`src/rtl/dm_store_buffer_if.sv`:
```
// Store-path, load-lookup and data-memory signals of the posted-write store buffer.
// slave is the buffer side; master is the pipeline/DM side.
interface dm_store_buffer_if;
  logic        st_valid;
  logic [31:0] st_addr;
  logic [31:0] st_data;
  logic [3:0]  st_be;
  logic [31:0] st_pc;
  logic        st_ready;

  logic        ld_valid;
  logic [31:0] ld_addr;
  logic        ld_conflict;

  logic        dm_we;
  logic [31:0] dm_addr;
  logic [31:0] dm_wd;
  logic [3:0]  dm_be;
  logic [31:0] dm_pc;
  logic        dm_ready;
  logic        empty;

  modport slave (
    input  st_valid, st_addr, st_data, st_be, st_pc, ld_valid, ld_addr, dm_ready,
    output st_ready, ld_conflict, dm_we, dm_addr, dm_wd, dm_be, dm_pc, empty
  );

  modport master (
    output st_valid, st_addr, st_data, st_be, st_pc, ld_valid, ld_addr, dm_ready,
    input  st_ready, ld_conflict, dm_we, dm_addr, dm_wd, dm_be, dm_pc, empty
  );
endinterface

```
`src/rtl/dm_store_buffer.sv`:
```
// Posted-write store buffer: queues byte/half/word stores, merges same-word stores
// into the youngest entry, drains FIFO into data memory and flags load hits.
module dm_store_buffer #(
  parameter int unsigned DEPTH = 4,
  parameter int unsigned PTR_W = 2
) (
  input logic               clk,
  input logic               reset,
  dm_store_buffer_if.slave  sb
);

  localparam int unsigned CNT_W = PTR_W + 1;

  logic [29:0]      waddr_q [DEPTH];
  logic [29:0]      waddr_d [DEPTH];
  logic [31:0]      data_q  [DEPTH];
  logic [31:0]      data_d  [DEPTH];
  logic [3:0]       be_q    [DEPTH];
  logic [3:0]       be_d    [DEPTH];
  logic [31:0]      pc_q    [DEPTH];
  logic [31:0]      pc_d    [DEPTH];
  logic [PTR_W-1:0] head_q, head_d;
  logic [PTR_W-1:0] tail_q, tail_d;
  logic [CNT_W-1:0] count_q, count_d;

  logic             pop_c;
  logic             push_c;
  logic             coalesce_c;
  logic             alloc_c;
  logic [PTR_W-1:0] tail_m1_c;
  logic             hit_c;
  logic             unused_c;

  // Word-address bits [1:0] carry no information; lane position lives in the byte enables.
  assign unused_c = ^{sb.st_addr[1:0], sb.ld_addr[1:0]};

  assign sb.empty    = (count_q == '0);
  assign sb.st_ready = (count_q != CNT_W'(DEPTH));
  assign sb.dm_we    = (count_q != '0);
  assign sb.dm_addr  = {waddr_q[head_q], 2'b00};
  assign sb.dm_wd    = data_q[head_q];
  assign sb.dm_be    = be_q[head_q];
  assign sb.dm_pc    = pc_q[head_q];

  assign tail_m1_c = tail_q - PTR_W'(1);
  assign pop_c     = sb.dm_we && sb.dm_ready;
  assign push_c    = sb.st_valid && sb.st_ready && (sb.st_be != 4'b0000);
  // Never merge into the entry that is leaving this cycle.
  assign coalesce_c = push_c && (count_q != '0)
                      && (sb.st_addr[31:2] == waddr_q[tail_m1_c])
                      && !((count_q == CNT_W'(1)) && pop_c);
  assign alloc_c    = push_c && !coalesce_c;

  // Load lookup over the occupied window [head, head+count).
  always_comb begin
    hit_c = 1'b0;
    for (int unsigned i = 0; i < DEPTH; i++) begin
      if ((CNT_W'(PTR_W'(PTR_W'(i) - head_q)) < count_q)
          && (waddr_q[i] == sb.ld_addr[31:2])) begin
        hit_c = 1'b1;
      end
    end
  end

  assign sb.ld_conflict = sb.ld_valid && hit_c;

  // Next-state: pop, merge or allocate.
  always_comb begin
    waddr_d = waddr_q;
    data_d  = data_q;
    be_d    = be_q;
    pc_d    = pc_q;
    head_d  = head_q;
    tail_d  = tail_q;
    count_d = count_q + CNT_W'(alloc_c) - CNT_W'(pop_c);

    if (pop_c) begin
      be_d[head_q] = 4'b0000;
      head_d       = head_q + PTR_W'(1);
    end

    if (coalesce_c) begin
      for (int unsigned b = 0; b < 4; b++) begin
        if (sb.st_be[b]) begin
          data_d[tail_m1_c][8*b +: 8] = sb.st_data[8*b +: 8];
        end
      end
      be_d[tail_m1_c] = be_q[tail_m1_c] | sb.st_be;
      pc_d[tail_m1_c] = sb.st_pc;
    end

    if (alloc_c) begin
      waddr_d[tail_q] = sb.st_addr[31:2];
      data_d[tail_q]  = sb.st_data;
      be_d[tail_q]    = sb.st_be;
      pc_d[tail_q]    = sb.st_pc;
      tail_d          = tail_q + PTR_W'(1);
    end
  end

  always_ff @(posedge clk or posedge reset) begin
    if (reset) begin
      head_q  <= '0;
      tail_q  <= '0;
      count_q <= '0;
      for (int unsigned i = 0; i < DEPTH; i++) begin
        waddr_q[i] <= '0;
        data_q[i]  <= '0;
        be_q[i]    <= '0;
        pc_q[i]    <= '0;
      end
    end else begin
      head_q  <= head_d;
      tail_q  <= tail_d;
      count_q <= count_d;
      waddr_q <= waddr_d;
      data_q  <= data_d;
      be_q    <= be_d;
      pc_q    <= pc_d;
    end
  end

endmodule

```
`src/flat_wrapper.sv`:
```
// flat-port wrapper written by rule: the top's interface ports become plain ports
module dm_store_buffer_flat 
#(
  parameter int unsigned DEPTH = 4,
  parameter int unsigned PTR_W = 2
)
  (clk, reset, sb_st_valid, sb_st_addr, sb_st_data, sb_st_be, sb_st_pc, sb_ld_valid, sb_ld_addr, sb_dm_ready, sb_st_ready, sb_ld_conflict, sb_dm_we, sb_dm_addr, sb_dm_wd, sb_dm_be, sb_dm_pc, sb_empty);
  dm_store_buffer_if sb_i ();
  input logic clk;
  input logic reset;
  input wire logic [$bits(sb_i.st_valid)-1:0] sb_st_valid;
  input wire logic [$bits(sb_i.st_addr)-1:0] sb_st_addr;
  input wire logic [$bits(sb_i.st_data)-1:0] sb_st_data;
  input wire logic [$bits(sb_i.st_be)-1:0] sb_st_be;
  input wire logic [$bits(sb_i.st_pc)-1:0] sb_st_pc;
  input wire logic [$bits(sb_i.ld_valid)-1:0] sb_ld_valid;
  input wire logic [$bits(sb_i.ld_addr)-1:0] sb_ld_addr;
  input wire logic [$bits(sb_i.dm_ready)-1:0] sb_dm_ready;
  output wire logic [$bits(sb_i.st_ready)-1:0] sb_st_ready;
  output wire logic [$bits(sb_i.ld_conflict)-1:0] sb_ld_conflict;
  output wire logic [$bits(sb_i.dm_we)-1:0] sb_dm_we;
  output wire logic [$bits(sb_i.dm_addr)-1:0] sb_dm_addr;
  output wire logic [$bits(sb_i.dm_wd)-1:0] sb_dm_wd;
  output wire logic [$bits(sb_i.dm_be)-1:0] sb_dm_be;
  output wire logic [$bits(sb_i.dm_pc)-1:0] sb_dm_pc;
  output wire logic [$bits(sb_i.empty)-1:0] sb_empty;
  assign sb_i.st_valid = sb_st_valid;
  assign sb_i.st_addr = sb_st_addr;
  assign sb_i.st_data = sb_st_data;
  assign sb_i.st_be = sb_st_be;
  assign sb_i.st_pc = sb_st_pc;
  assign sb_i.ld_valid = sb_ld_valid;
  assign sb_i.ld_addr = sb_ld_addr;
  assign sb_i.dm_ready = sb_dm_ready;
  assign sb_st_ready = sb_i.st_ready;
  assign sb_ld_conflict = sb_i.ld_conflict;
  assign sb_dm_we = sb_i.dm_we;
  assign sb_dm_addr = sb_i.dm_addr;
  assign sb_dm_wd = sb_i.dm_wd;
  assign sb_dm_be = sb_i.dm_be;
  assign sb_dm_pc = sb_i.dm_pc;
  assign sb_empty = sb_i.empty;
  dm_store_buffer #(.DEPTH(DEPTH), .PTR_W(PTR_W)) u_core (.clk(clk), .reset(reset), .sb(sb_i));
endmodule
```
`config.mk`:
```
export PLATFORM = sky130hd
export DESIGN_NAME = dm_store_buffer_flat
export DESIGN_NICKNAME = d
export VERILOG_FILES = /design/src/rtl/dm_store_buffer_if.sv /design/src/rtl/dm_store_buffer.sv /design/src/flat_wrapper.sv
export SDC_FILE = /design/constraint.sdc
export NUM_CORES = 1
export LEC_CHECK = 0
export CAP_MARGIN = 10
export CORE_MARGIN = 1.5
export CORE_UTILIZATION = 37
export DETAILED_ROUTE_END_ITERATION = 8
export SLEW_MARGIN = 20
export SYNTH_ARGS = -nofsm -noshare
export SYNTH_HDL_FRONTEND = slang
export SYNTH_SLANG_ARGS = --single-unit
```
`constraint.sdc`:
```
create_clock -name clk -period 14.75 [get_ports clk]
set_clock_uncertainty 0.05 [all_clocks]
set_input_delay 2.95 -clock clk [delete_from_list [all_inputs] [get_ports clk]]
set_output_delay 2.95 -clock clk [all_outputs]
set_load 0.05 [all_outputs]
```
### Word-level counts from Yosys, hierarchy flattened

Index checks and enable logic that the tools add are counted.

* memories: 0
* RAM bits: 0
* latch bits: 0
* logic and storage cells: 138
* ROM bits: 0
* output and inout bits: 104
* input bits: 137
* flip-flop bits (word level): 399

* $add $sub $neg: 9
* shift operators: 0
* eq/ne operators: 7
* reduce and logical (&&, ||, !) cells: 21
* multiplexer cells: 66
* bitwise operators: 6
* multipliers: 0
* $lt $le $gt $ge: 10
* divide/modulo/power cells: 0

Operators by type and width (count)
* 128-bit 2-to-1 mux: 11
* 128-bit bitwise mux: 7
* 32-bit demux with 2-bit select: 6
* 32-bit 2-to-1 mux: 7
* 30-bit == test: 5
* 30-bit 2-to-1 mux: 5
* 32-bit binary-select mux with 2-bit select: 2
* 30-bit binary-select mux with 2-bit select: 2
* 120-bit bitwise mux: 1
* 16-bit 2-to-1 mux: 4
* 30-bit demux with 2-bit select: 1
* 16-bit bitwise mux: 2
* 4-bit 2-to-1 mux: 7
* 4-bit demux with 2-bit select: 3
* 24-bit 2-to-1 mux: 1
* 16-bit bitwise AND: 1
* 4-bit binary-select mux with 2-bit select: 2
* 1-bit logical AND: 16
* 16-bit inverter: 1
* 2-bit by 3-bit < comparator with 1-bit output: 4
* 3-bit >= comparator (second input constant): 3
* 3-bit by 1-bit < comparator with 1-bit output (second input constant): 3
* 2-bit inverter with 3-bit output: 3
* 8-bit 2-to-1 mux: 1
* other kinds (14): 21

### Depth between registers and ports, before layout

* depth in word-level cells: 20
* gate-level depth with buffers: 19
* depth with buffers taken out: 14

### Worst setup path after synthesis

Ideal clock, no wire load.

* kind: input to output
* start point: in sb_ld_addr[24]
* end point: out sb_ld_conflict
* data required time: 11750 ps
* path slack: 7297 ps
* cell stages on the path: 7
* path buffers: 1
* data arrival time: 4453 ps
* cells stage by stage: clkbuf_1 -> xnor2_1 -> nand4_1 -> nor4_1 -> o2111ai_1 -> nor4_1 -> o41a_1

* longest elaborated chain between the ends: 7
* elaborated cells on any way between the ends: 13
* those cells by class: eq/ne (4); mux (4); reduce/logical (5)

RTL lines
* from (decl): line flat_wrapper.sv:17 `input wire logic [$bits(sb_i.ld_addr)-1:0] sb_ld_addr;`
* 30-bit == test: line dm_store_buffer.sv:59 `&& (waddr_q[i] == sb.ld_addr[31:2])) begin`
* 1-bit logical AND: line dm_store_buffer.sv:59
* 1-bit 2-to-1 mux (3 in a row): line dm_store_buffer.sv:58 `if ((CNT_W'(PTR_W'(PTR_W'(i) - head_q)) < count_q)`
* 1-bit 2-to-1 mux (*): line dm_store_buffer.sv:58
* 1-bit logical AND (*): line dm_store_buffer.sv:65 `assign sb.ld_conflict = sb.ld_valid && hit_c;`
* to (decl): line flat_wrapper.sv:20 `output wire logic [$bits(sb_i.ld_conflict)-1:0] sb_ld_conflict;`

Every way passes the cells marked *; elsewhere a longest branch is shown, timed or not.

### Worst setup path in the final report

* start point: in sb_ld_addr[25]
* end point: out sb_ld_conflict

Same word-level chain as after synthesis.

==> results.txt <==
Type of the worst min-delay path: flop to flop. The critical path launch point type is an input port. From left edge to right edge, the die measures 242 µm. The first detailed-routing pass ran for 5 iterations. Once the clock tree was built, the resizer swapped 0 gates to a different size. Number of global-route vias before repair: 14,900.

The library cell used most frequently in the layout, excluding fill and tap cells, is dfrtp_1. Data on the critical path is required at its endpoint by 11,750 ps. Synthesis inferred 399 register bits. The worst setup path is of the input port to output port kind. The global-route wire length before repair is 94.7 mm, and the total negative slack is 0 ps. The filler cells instantiated in the layout total 5,125. The clock period minus worst slack was 9120 ps; the total standard cell area after synthesis was 21,100 µm². Max-cap violations in this run came to 0. For this run, the register share of the synthesized area comes to 47.4%. For this run, the leading register cell type out of synthesis is dfrtp_1.

Setup violations remaining at the end of the flow were counted as 0. From synthesis to final layout, the design area changed by 21.0%. The run gives 37.4% as the starting density of the core. For this run, the post-layout net count is 2,011. The total detailed-routing wirelength is 61.7 mm, and the detailed-placement wirelength estimate is 41.3 mm. For the pin with the worst max-slew slack, the measured transition is 1100 ps.

Dividing the detail-routed wire length by the instance count gives 23.2 µm. Global routing consumed, on the met1 layer, 29.1% of the routing resources. Net switching is 43.9% of the power.

In this run the standard cell core region covers 56,300 µm². The total overflow left after global routing is 0. The tree built by TritonCTS fans out to 399 sinks. The area of the die was 58,400 µm²; the net load switching power was 3210 µW. The remaining design rule violation count is 0. TritonCTS built the clock tree. Yosys mapped the design onto 63 distinct sky130hd cell types. The number of hold buffers added after CTS was 0. The run gives 6 as the number of antenna violations at the first check in global routing. The flow ran to the end, and the final reports show no timing, DRC or antenna violations. Setup repair after global routing left no endpoint under its margin. The tree is rooted in a clkbuf_16.

STA puts the critical path data arrival time at 6120 ps. The final critical path takes up 61.8% of the cycle. 241 I/O pins were placed. No sink is reached through more buffers than the 3 on the longest clock path. The tools report the fraction of power consumed by the clock network as 16.0%.

Summing over every cut layer, the via total after detailed routing is 14,200. In this run, CTS created clock tree buffers numbering 47. In this run the number of H-tree levels came out at 2. Part of the power in combinational logic: 55.8%.

The run gives 0 as the number of failing hold endpoints at the final stage. The count of pins over their slew limit is 0, and the register clock-pin slew on the reported worst setup and hold paths is 50 ps. The post-route netlist has 25.9% of its cells at a drive strength greater than 1. Once detail routing completed, the nets flagged for antenna violations numbered 0. For the total internal power, the log shows 4100 µW. For the global-route met2 utilization, the log shows 33.5%. Entering global routing, the biggest net connects 119 pins. Average cell area after synthesis: 12.5 µm². Leakage power summed over all cells: 0.0109 µW. Post-CTS timing repair inserted 0 buffers for setup.

The floorplan die height was 242 µm. The congestion estimate from routability-driven global placement came to 0.969. The critical path goes through clkdlybuf4s50_1 > xnor2_1 > nand4_1 > nor4_1 > o2111ai_1 > nor4_1 > o41a_1 > clkdlybuf4s50_1. The power per cell area is 287 nW/µm², and the mean number of vias per cell is 5.36. Of all nets on the critical path, the largest fanout is 4. The top cell types in the final layout, fill and taps aside, are 396 x dfrtp_1, 393 x nand2_1, 234 x clkdlybuf4s50_1. The worst setup path is captured at an output port.

Cell with the largest stage delay on the worst path: clkdlybuf4s50_1. After global routing, the most crowded layer is met2. In this run, the number of DRC markers left after iteration 0 of detailed routing was 985. The clock reaches the later pin of the worst-skew pair after 590 ps.

Number of enable-type register cells in the synthesized netlist: 0. On the worst path, the slowest cell contributes a delay of 810 ps. The Yosys step of the flow raised 0 warnings. For the total chip power, the log shows 7310 µW.

In this run the tightest slew margin relative to its limit is 26.8%. The initialized floorplan defines 87 standard-cell rows. The post-synthesis instance total was 1,679; the maximum VDD drop was 0.000177 V. Global routing used 4.46% of the available met3 tracks. The overall track demand over capacity in global routing is 21.2%, and the highest attainable clock frequency is 110 MHz. The count of port buffers added during placement is 234, and the post-synthesis async set-or-reset flop share is 100%. The share of total power in sequential cells was 28.2%.
cell usage after synthesis, types with 2 or more instances:
master | instances | share of area (%)
nand3_1 | 2 | 0.048
nor3_1 | 2 | 0.048
a21boi_4 | 2 | 0.18
buf_8 | 3 | 0.21
dfrtp_1 | 399 | 47
inv_1 | 14 | 0.25
or2_1 | 4 | 0.12
o22ai_1 | 3 | 0.089
nand4_1 | 25 | 0.74
a21oi_1 | 7 | 0.17
o22a_1 | 2 | 0.083
o21ai_2 | 4 | 0.17
buf_2 | 35 | 0.83
clkbuf_1 | 51 | 0.91
o21ai_0 | 4 | 0.095
and2_1 | 5 | 0.15
xor2_1 | 44 | 1.8
mux4_2 | 120 | 13
xnor2_1 | 106 | 4.4
o2111ai_1 | 5 | 0.21
nor4_1 | 19 | 0.56
buf_4 | 9 | 0.32
nand4b_1 | 2 | 0.083
o2bb2ai_1 | 4 | 0.17
nor2_2 | 3 | 0.089
a21boi_2 | 2 | 0.11
ha_1 | 14 | 0.83
buf_6 | 8 | 0.43
mux2_4 | 60 | 4.3
a221oi_1 | 16 | 0.67
nand2b_1 | 2 | 0.059
a21o_1 | 17 | 0.61
mux2_1 | 4 | 0.21
mux2i_1 | 18 | 0.86
nand2_1 | 393 | 7.0
and3_1 | 8 | 0.24
buf_1 | 18 | 0.32
nor2_1 | 23 | 0.41
and4_1 | 2 | 0.083
mux2_2 | 194 | 10
mux4_1 | 4 | 0.50
worst paths after layout:
check / cells past startpoint / slack (ps) / endpoint / start
max: 8 / 5630 / sb_ld_conflict / sb_ld_addr[25]
min: 1 / 450 / u_core.pc_q[93] / u_core.pc_q[93]
max reg2reg: 10 / 9100 / u_core.pc_q[72] / u_core.tail_q[0]
min reg2reg: 1 / 450 / u_core.pc_q[93] / u_core.pc_q[93]
max in group asynchronous: 4 / 9560 / u_core.pc_q[126] / reset
min in group asynchronous: 2 / 2820 / u_core.pc_q[101] / reset
critical path, delay by kind of cell:
kind	cells	cell delay, ps
xor gates and xnor gates	1	520
and+or+nand+nor	3	850
buffers and inverters	2	1360
AOI/OAI and AO/OA	2	440
final cells by class:
class                   count  area [µm²]  share of cell area [%]
repair buffers            255        2500                    9.81
well taps                 756         946                    3.71
clock inverters            14         140                   0.550
flip-flops and latches    399        9990                    39.2
inverters                  14        60.1                   0.236
multi-input cells        1142       10400                    40.8
clock buffers              72        1430                    5.62
diodes                      5        12.5                  0.0491
through the flow:
stage	cell area [µm²]	hold slack (ps)	instances	setup slack (ps)	util [%]
finish	25500	446	2657	5630	45.3
global route	25500	457	2654	5620	45.3
detailed placement	23900	436	2566	5700	42.5
floorplan	21100	409	1680	654	-
global placement	23900	418	2566	5700	42.5
CTS	25500	450	2652	5700	45.3
flip-flops by register name, indices dropped and copies added (netlist names):
register / count
u_core.data_q: 128
u_core.pc_q: 128
u_core.be_q: 16
u_core.waddr_q: 120
u_core.head_q: 2
u_core.tail_q: 2
u_core.count_q: 3
cells by family (layout without fill, tap and decap cells):
kind of cell / Yosys count / in the layout / synth area share [%]
AOI/OAI and AO/OA: 77 / 77 / 2.99
xor gates and xnor gates: 150 / 150 / 6.24
adders and majority gates: 15 / 15 / 0.927
buffers and inverters: 139 / 355 / 3.37
DFF: 399 / 399 / 47.4
muxes: 400 / 400 / 29.0
other: 1 / 7 / 0.0178
and+or+nand+nor: 498 / 498 / 10.0
power by group through the flow:
stage          sequential (µW)  combinational [µW]  clock (µW)
6_report                  2060                4080        1170
3_5_place_dp              2070                4090           0
2_1_floorplan             1920                3020           0
3_3_place_gp              2030                4040           0
4_1_cts                   2060                4100        1200
5_1_grt                   2130                4290        1250
layer usage:
metal	wire length [µm]	share of wire (%)
met1	26500	43
met2	28800	47
met3	4440	7.2
met4	1890	3.1
met5	25	0.041
No activity file was read; power rests on OpenSTA's default activity.
